`config.mk`:
```
export PLATFORM = sky130hd
export DESIGN_NAME = param_seq_detector
export DESIGN_NICKNAME = d
export VERILOG_FILES = /design/src/rtl/param_seq_detector.sv
export SDC_FILE = /design/constraint.sdc
export NUM_CORES = 1
export LEC_CHECK = 0
export CORE_MARGIN = 3
export CORE_UTILIZATION = 40
export DETAILED_ROUTE_END_ITERATION = 10
export MAX_ROUTING_LAYER = met4
export PLACE_DENSITY = 0.66
export SETUP_SLACK_MARGIN = 0.05
export SKIP_CTS_REPAIR_TIMING = 1
export SYNTH_ARGS = -nofsm -noshare
export SYNTH_HDL_FRONTEND = slang
export SYNTH_SLANG_ARGS = --single-unit
```
`constraint.sdc`:
```
create_clock -name clk -period 4.67 [get_ports clk]
set_input_delay 0.934 -clock clk [delete_from_list [all_inputs] [get_ports clk]]
set_output_delay 0.934 -clock clk [all_outputs]
set_load 0.05 [all_outputs]
```
`src/rtl/param_seq_detector.sv`:
```
// Serial pattern detector with a runtime-loadable pattern, overlapping or
// non-overlapping matching, and a saturating match counter.
module param_seq_detector #(
  parameter int unsigned        PAT_W   = 4,
  parameter int unsigned        CNT_W   = 8,
  parameter logic [PAT_W-1:0]   RST_PAT = 4'b0110
) (
  input  logic                       clk,
  input  logic                       rst,
  input  logic                       d_in,
  input  logic                       d_valid,
  input  logic                       mode,
  input  logic                       pat_load,
  input  logic [PAT_W-1:0]           pattern,
  input  logic                       cnt_clr,
  output logic                       d_out,
  output logic [$clog2(PAT_W):0]     fill,
  output logic [CNT_W-1:0]           match_cnt
);

  localparam int unsigned FILL_W = $clog2(PAT_W) + 1;
  localparam logic [FILL_W-1:0] FILL_FULL = FILL_W'(PAT_W);
  localparam logic [FILL_W-1:0] FILL_LAST = FILL_W'(PAT_W - 1);

  logic [PAT_W-1:0] pat_reg;
  logic [PAT_W-1:0] hist;
  logic [PAT_W-1:0] cand;
  logic             hit;
  logic             unused_hist_msb;

  // The oldest history bit shifts out on every consume and is never compared.
  assign unused_hist_msb = hist[PAT_W-1];

  always_comb begin
    cand = {hist[PAT_W-2:0], d_in};
    hit  = d_valid & ~pat_load & (fill >= FILL_LAST) & (cand == pat_reg);
  end

  always_ff @(posedge clk) begin
    if (!rst) begin
      pat_reg   <= RST_PAT;
      hist      <= '0;
      fill      <= '0;
      d_out     <= 1'b0;
      match_cnt <= '0;
    end else begin
      d_out <= hit;

      if (pat_load) begin
        pat_reg <= pattern;
        hist    <= '0;
        fill    <= '0;
      end else if (d_valid) begin
        hist <= cand;
        if (hit)
          fill <= mode ? FILL_FULL : '0;
        else if (fill != FILL_FULL)
          fill <= fill + 1'b1;
      end

      if (cnt_clr)
        match_cnt <= '0;
      else if (hit && match_cnt != '1)
        match_cnt <= match_cnt + 1'b1;
    end
  end

endmodule

```
* Word level (Yosys, flattened, before mapping)
Cells that the tools add are included.
** Storage, ports and cells
- Bits in registers :: 19
- Latch bits :: 0
- RAM bits :: 0
- ROM bits :: 0
- Input bits :: 11
- Logic and storage cells :: 24
- Memories kept :: 0
** Cells by class
- Add/subtract/negate cells :: 2
- $mul :: 0
- Div/mod/pow operators :: 0
- Order comparisons :: 1
- Equal/unequal tests :: 3
- Shifts and indexed selects :: 0
- Mux-type cells :: 3
- Bitwise logic cells :: 5
- Reduce and logical (&&, ||, !) cells :: 5
** Operators with widths (number)
- 3-bit 2-to-1 mux :: 3
- 8-bit by 1-bit adder with 8-bit output, second input constant :: 1
- 8-bit != test, second input constant :: 1
- 4-bit == test :: 1
- 2-bit OR reduction :: 2
- 3-bit by 1-bit adder with 3-bit output, second input constant :: 1
- 1-bit bitwise AND :: 3
- 3-bit by 2-bit greater-or-equal comparator with 1-bit output, second input constant :: 1
- 3-bit != test, second input constant :: 1
- 1-bit NOT :: 2
- 2-bit AND reduction :: 1
- 2-bit nonzero test :: 1
- 1-bit logical AND :: 1

* Longest topological paths before layout
- Depth in word-level cells :: 6
- Mapped depth :: 7
- Gate-level depth less buffers :: 6

* Worst setup path before layout
No wires, ideal clock.
- Path type :: input to register
- Start point :: in pat_load
- End point :: reg match_cnt[5]
- Library setup time :: 0.072 ns
- Data arrival time :: 1.993 ns
- Slack :: 2.605 ns
- Cell stages on the path :: 6
- Buffers on the path :: 2
- Path through :: buf_2 nor2b_4 nand4_2 buf_6 nor4_1 mux2i_1
** Between the ends
- Word-level cells in the longest chain between the ends :: 5
** RTL lines
- start: declaration :: line 13 : input logic pat_load,
- 1-bit NOT :: line 36 : hit = d_valid & ~pat_load & (fill >= FILL_LAST) & (cand == pat_reg);
- 1-bit bitwise AND (3 in a row) :: line 36
- 1-bit logical AND :: line 63 : else if (hit && match_cnt != '1)
- end signal: assignment :: line 64 : match_cnt <= match_cnt + 1'b1;
- end: declaration :: line 18 : output logic [CNT_W-1:0] match_cnt
No other way between the ends.
A chain may end at the register's enable or synchronous reset.

* Worst setup path in the final report
- Start point :: in d_valid
- End point :: reg match_cnt[3]
** Between the ends
- Word-level cells in the longest chain between the ends :: 4
** RTL lines
- start: declaration :: line 11 : input logic d_valid,
- 1-bit bitwise AND (3 in a row) :: line 36
- 1-bit logical AND :: line 63
No other way between the ends.

==> results.yml <==
run_status:
  status: "finished clean"
timing:
  maxSlewHeadroom_pct: 65.53
  rsz0062_at_grt: "no"
  whs_ns: 0.5121
  setup_viol: 0
  period_share_pct: 55.82
  layout_min_cycle_time_ns: 2.607
  tightest_slew_ns: 0.5154
  fmax_mhz: 383.6
  drv_slew: 0
  fin_skew_ns: 0.001866
  setup_ws_ns: 2.063
  hold_viol: 0
  finalSetupTns_ns: 0
global_route:
  grt_pass1_wl_um: 3484
  grt_pass1_vias: 799
  grt_max_degree: 13
  grt_usage_pct: 13.90
  grt_antenna_before_repair: 0
  overflow: 0
floorplan:
  start_util_pct: 43.98
  fp.dieW_um: 56.49
  ios: 23
  core_area_um2: 2318
  rows: 17
  die_area_um2: 3191
  die_h_um: 56.49
detailed_routing:
  wl_per_cell_um: 12.60
  drt_iter0_drc: 17
  vias_per_cell: 5.277
  postRouteAntennaNets: 0
  route.detailed.drc: 0
  wirelength_um: 2003
  vias: 839
  first_pass_iters: 4
synthesis:
  avgSynthCellArea_um2: 9.355
  synth_cell_type_count: 37
  ys_warn_count: 0
  ys_seq_area_share_pct: 37.30
  syn_nets: 124
  synthTopCellsByArea: "dfxtp_1 37%, mux2i_1 8.8%, ha_1 4.9%"
  syn_inst: 109
  synth.top_cell.area_share_pct: 37.30
  ys_seq_elements: 19
  synth_top_area_cell: "dfxtp_1"
  netlist_area_um2: 1020
setup_path:
  startpoint_type: "primary input"
  arrival_ns: 2.84
  required_ns: 4.90
  criticalPathCategory: "in2reg"
  critPathMaxFanout: 12
  endpoint_kind: "register"
  rrSetupSlack_ns: 2.83
min_path:
  hp-class: "reg2reg"
placement:
  port_buffers: 22
  dp_slack_ns: 1.739
  post-dp-hpwl_um: 1606
  gp_congestion: 0.8133
flow_run:
  cap_violations: 0
layout:
  antennaDiodeCount: 0
  finish.utilization_pct: 54.51
  syn2layout_area_growth_pct: 23.93
  drive_gt1_share_pct: 6.870
  largest_register_ffs: 8
  fin_nets: 147
clocking:
  cts_buffers: 3
  htree_num_levels: 1
  cts_sinks: 19
  clk_pin_slew_ns: 0.10
  cts_tree: "yes"
  clock_latency_ns: 0.29
  clockBufferDepth: 2
  cts.root.buffer_cell: "clkbuf_4"
power_and_ir_drop:
  p_leak_nw: 0.4641
  p_total_mw: 0.2865
  ir_worst_vdd_uv: 150.5
  p_per_area_nw_per_um2: 226.7
[worst max-delay path, stage by stage]
cell and delay, ns:
clkdlybuf4s50_1 0.68, nor2b_4 0.22, nand4_2 0.27, or4_1 0.57, a21oi_1 0.14
[metal layers]
layer / vias up / GRT usage [%] / part of all wire [%] / wire length, µm
met5: - / - / 0 / 0
met4: 0 / 5.085 / 1.7 / 35
met3: 4 / 2.069 / 3.9 / 79
met2: 17 / 24.26 / 48 / 957
met1: 378 / 15.97 / 46 / 930
li1: 440 / - / - / -
[logic make-up after synthesis]
logic type | after synthesis | share of synthesized area [%]
adder cells (fa/ha/maj) | 4 | 4.908
XOR/XNOR | 4 | 4.173
multiplexers | 9 | 8.835
flip-flops | 19 | 37.30
buffers and inverters | 9 | 5.644
AO/OA/AOI/OAI | 18 | 12.76
AND/OR/NAND/NOR | 46 | 26.38
[through the flow]
step | cell area (µm²) | cells
2_1_floorplan | 1020 | 109
5_1_grt | 1264 | 159
3_5_place_dp | 1236 | 155
6_report | 1264 | 159
4_1_cts | 1264 | 159
3_3_place_gp | 1236 | 155
[worst paths after layout]
check / start / end / depth (start not counted)
max reg2reg: fill[0]$_SDFFE_PP0P_ / match_cnt[3]$_SDFFE_PP0P_ / 6
max: d_valid / match_cnt[3]$_SDFFE_PP0P_ / 5
min: match_cnt[5]$_SDFFE_PP0P_ / match_cnt[5]$_SDFFE_PP0P_ / 2
min reg2reg: match_cnt[5]$_SDFFE_PP0P_ / match_cnt[5]$_SDFFE_PP0P_ / 2
[cells in the mapped netlist (all sizes together)]
library cell / n
a211o: 1
a211oi: 1
a21oi: 4
a22o: 1
a31oi: 1
and2: 1
and3: 2
and4: 1
buf: 4
dfxtp: 19
ha: 4
inv: 5
mux2i: 9
nand2: 8
nand2b: 5
nand3: 7
nand4: 3
nor2: 5
nor2b: 5
nor3: 1
nor3b: 2
nor4: 2
nor4b: 1
o211ai: 1
o21a: 2
o21ai: 2
o21bai: 1
o311ai: 1
o31ai: 2
o41ai: 1
or3: 1
or4: 2
xnor2: 4
[where the power goes]
group | total, mW | switching [mW] | internal, mW | leakage, nW
combinational | 0.0360 | 0.0171 | 0.0188 | 0.292
clock | 0.0816 | 0.0498 | 0.0319 | 0.0177
sequential | 0.169 | 0.00356 | 0.165 | 0.154
total | 0.286 | 0.0705 | 0.216 | 0.464
[layout by cell type (no fill, tap or decap), drive strengths merged, types with 2 or more instances in the layout]
cell	synthesis	layout
a21oi	4	4
and3	2	2
clkbuf	0	3
clkdlybuf4s50	0	22
dfxtp	19	19
ha	4	4
inv	5	5
mux2i	9	9
nand2	8	8
nand2b	5	5
nand3	7	7
nand4	3	3
nor2	5	5
nor2b	5	5
nor3b	2	2
nor4	2	2
o21a	2	2
o21ai	2	2
o31ai	2	2
or4	2	2
xnor2	4	4
[final cells by class]
| cell class | count | area (µm²) |
|---|---|---|
| multi-input combinational | 81 | 581.8 |
| clock inverter | 1 | 5.005 |
| timing repair buffer | 22 | 220.2 |
| clock buffer | 3 | 22.52 |
| fill | 229 | 1055 |
| inverter | 5 | 18.77 |
| tap | 28 | 35.03 |
| sequential | 19 | 380.4 |
(Power assumes the default switching activity.)
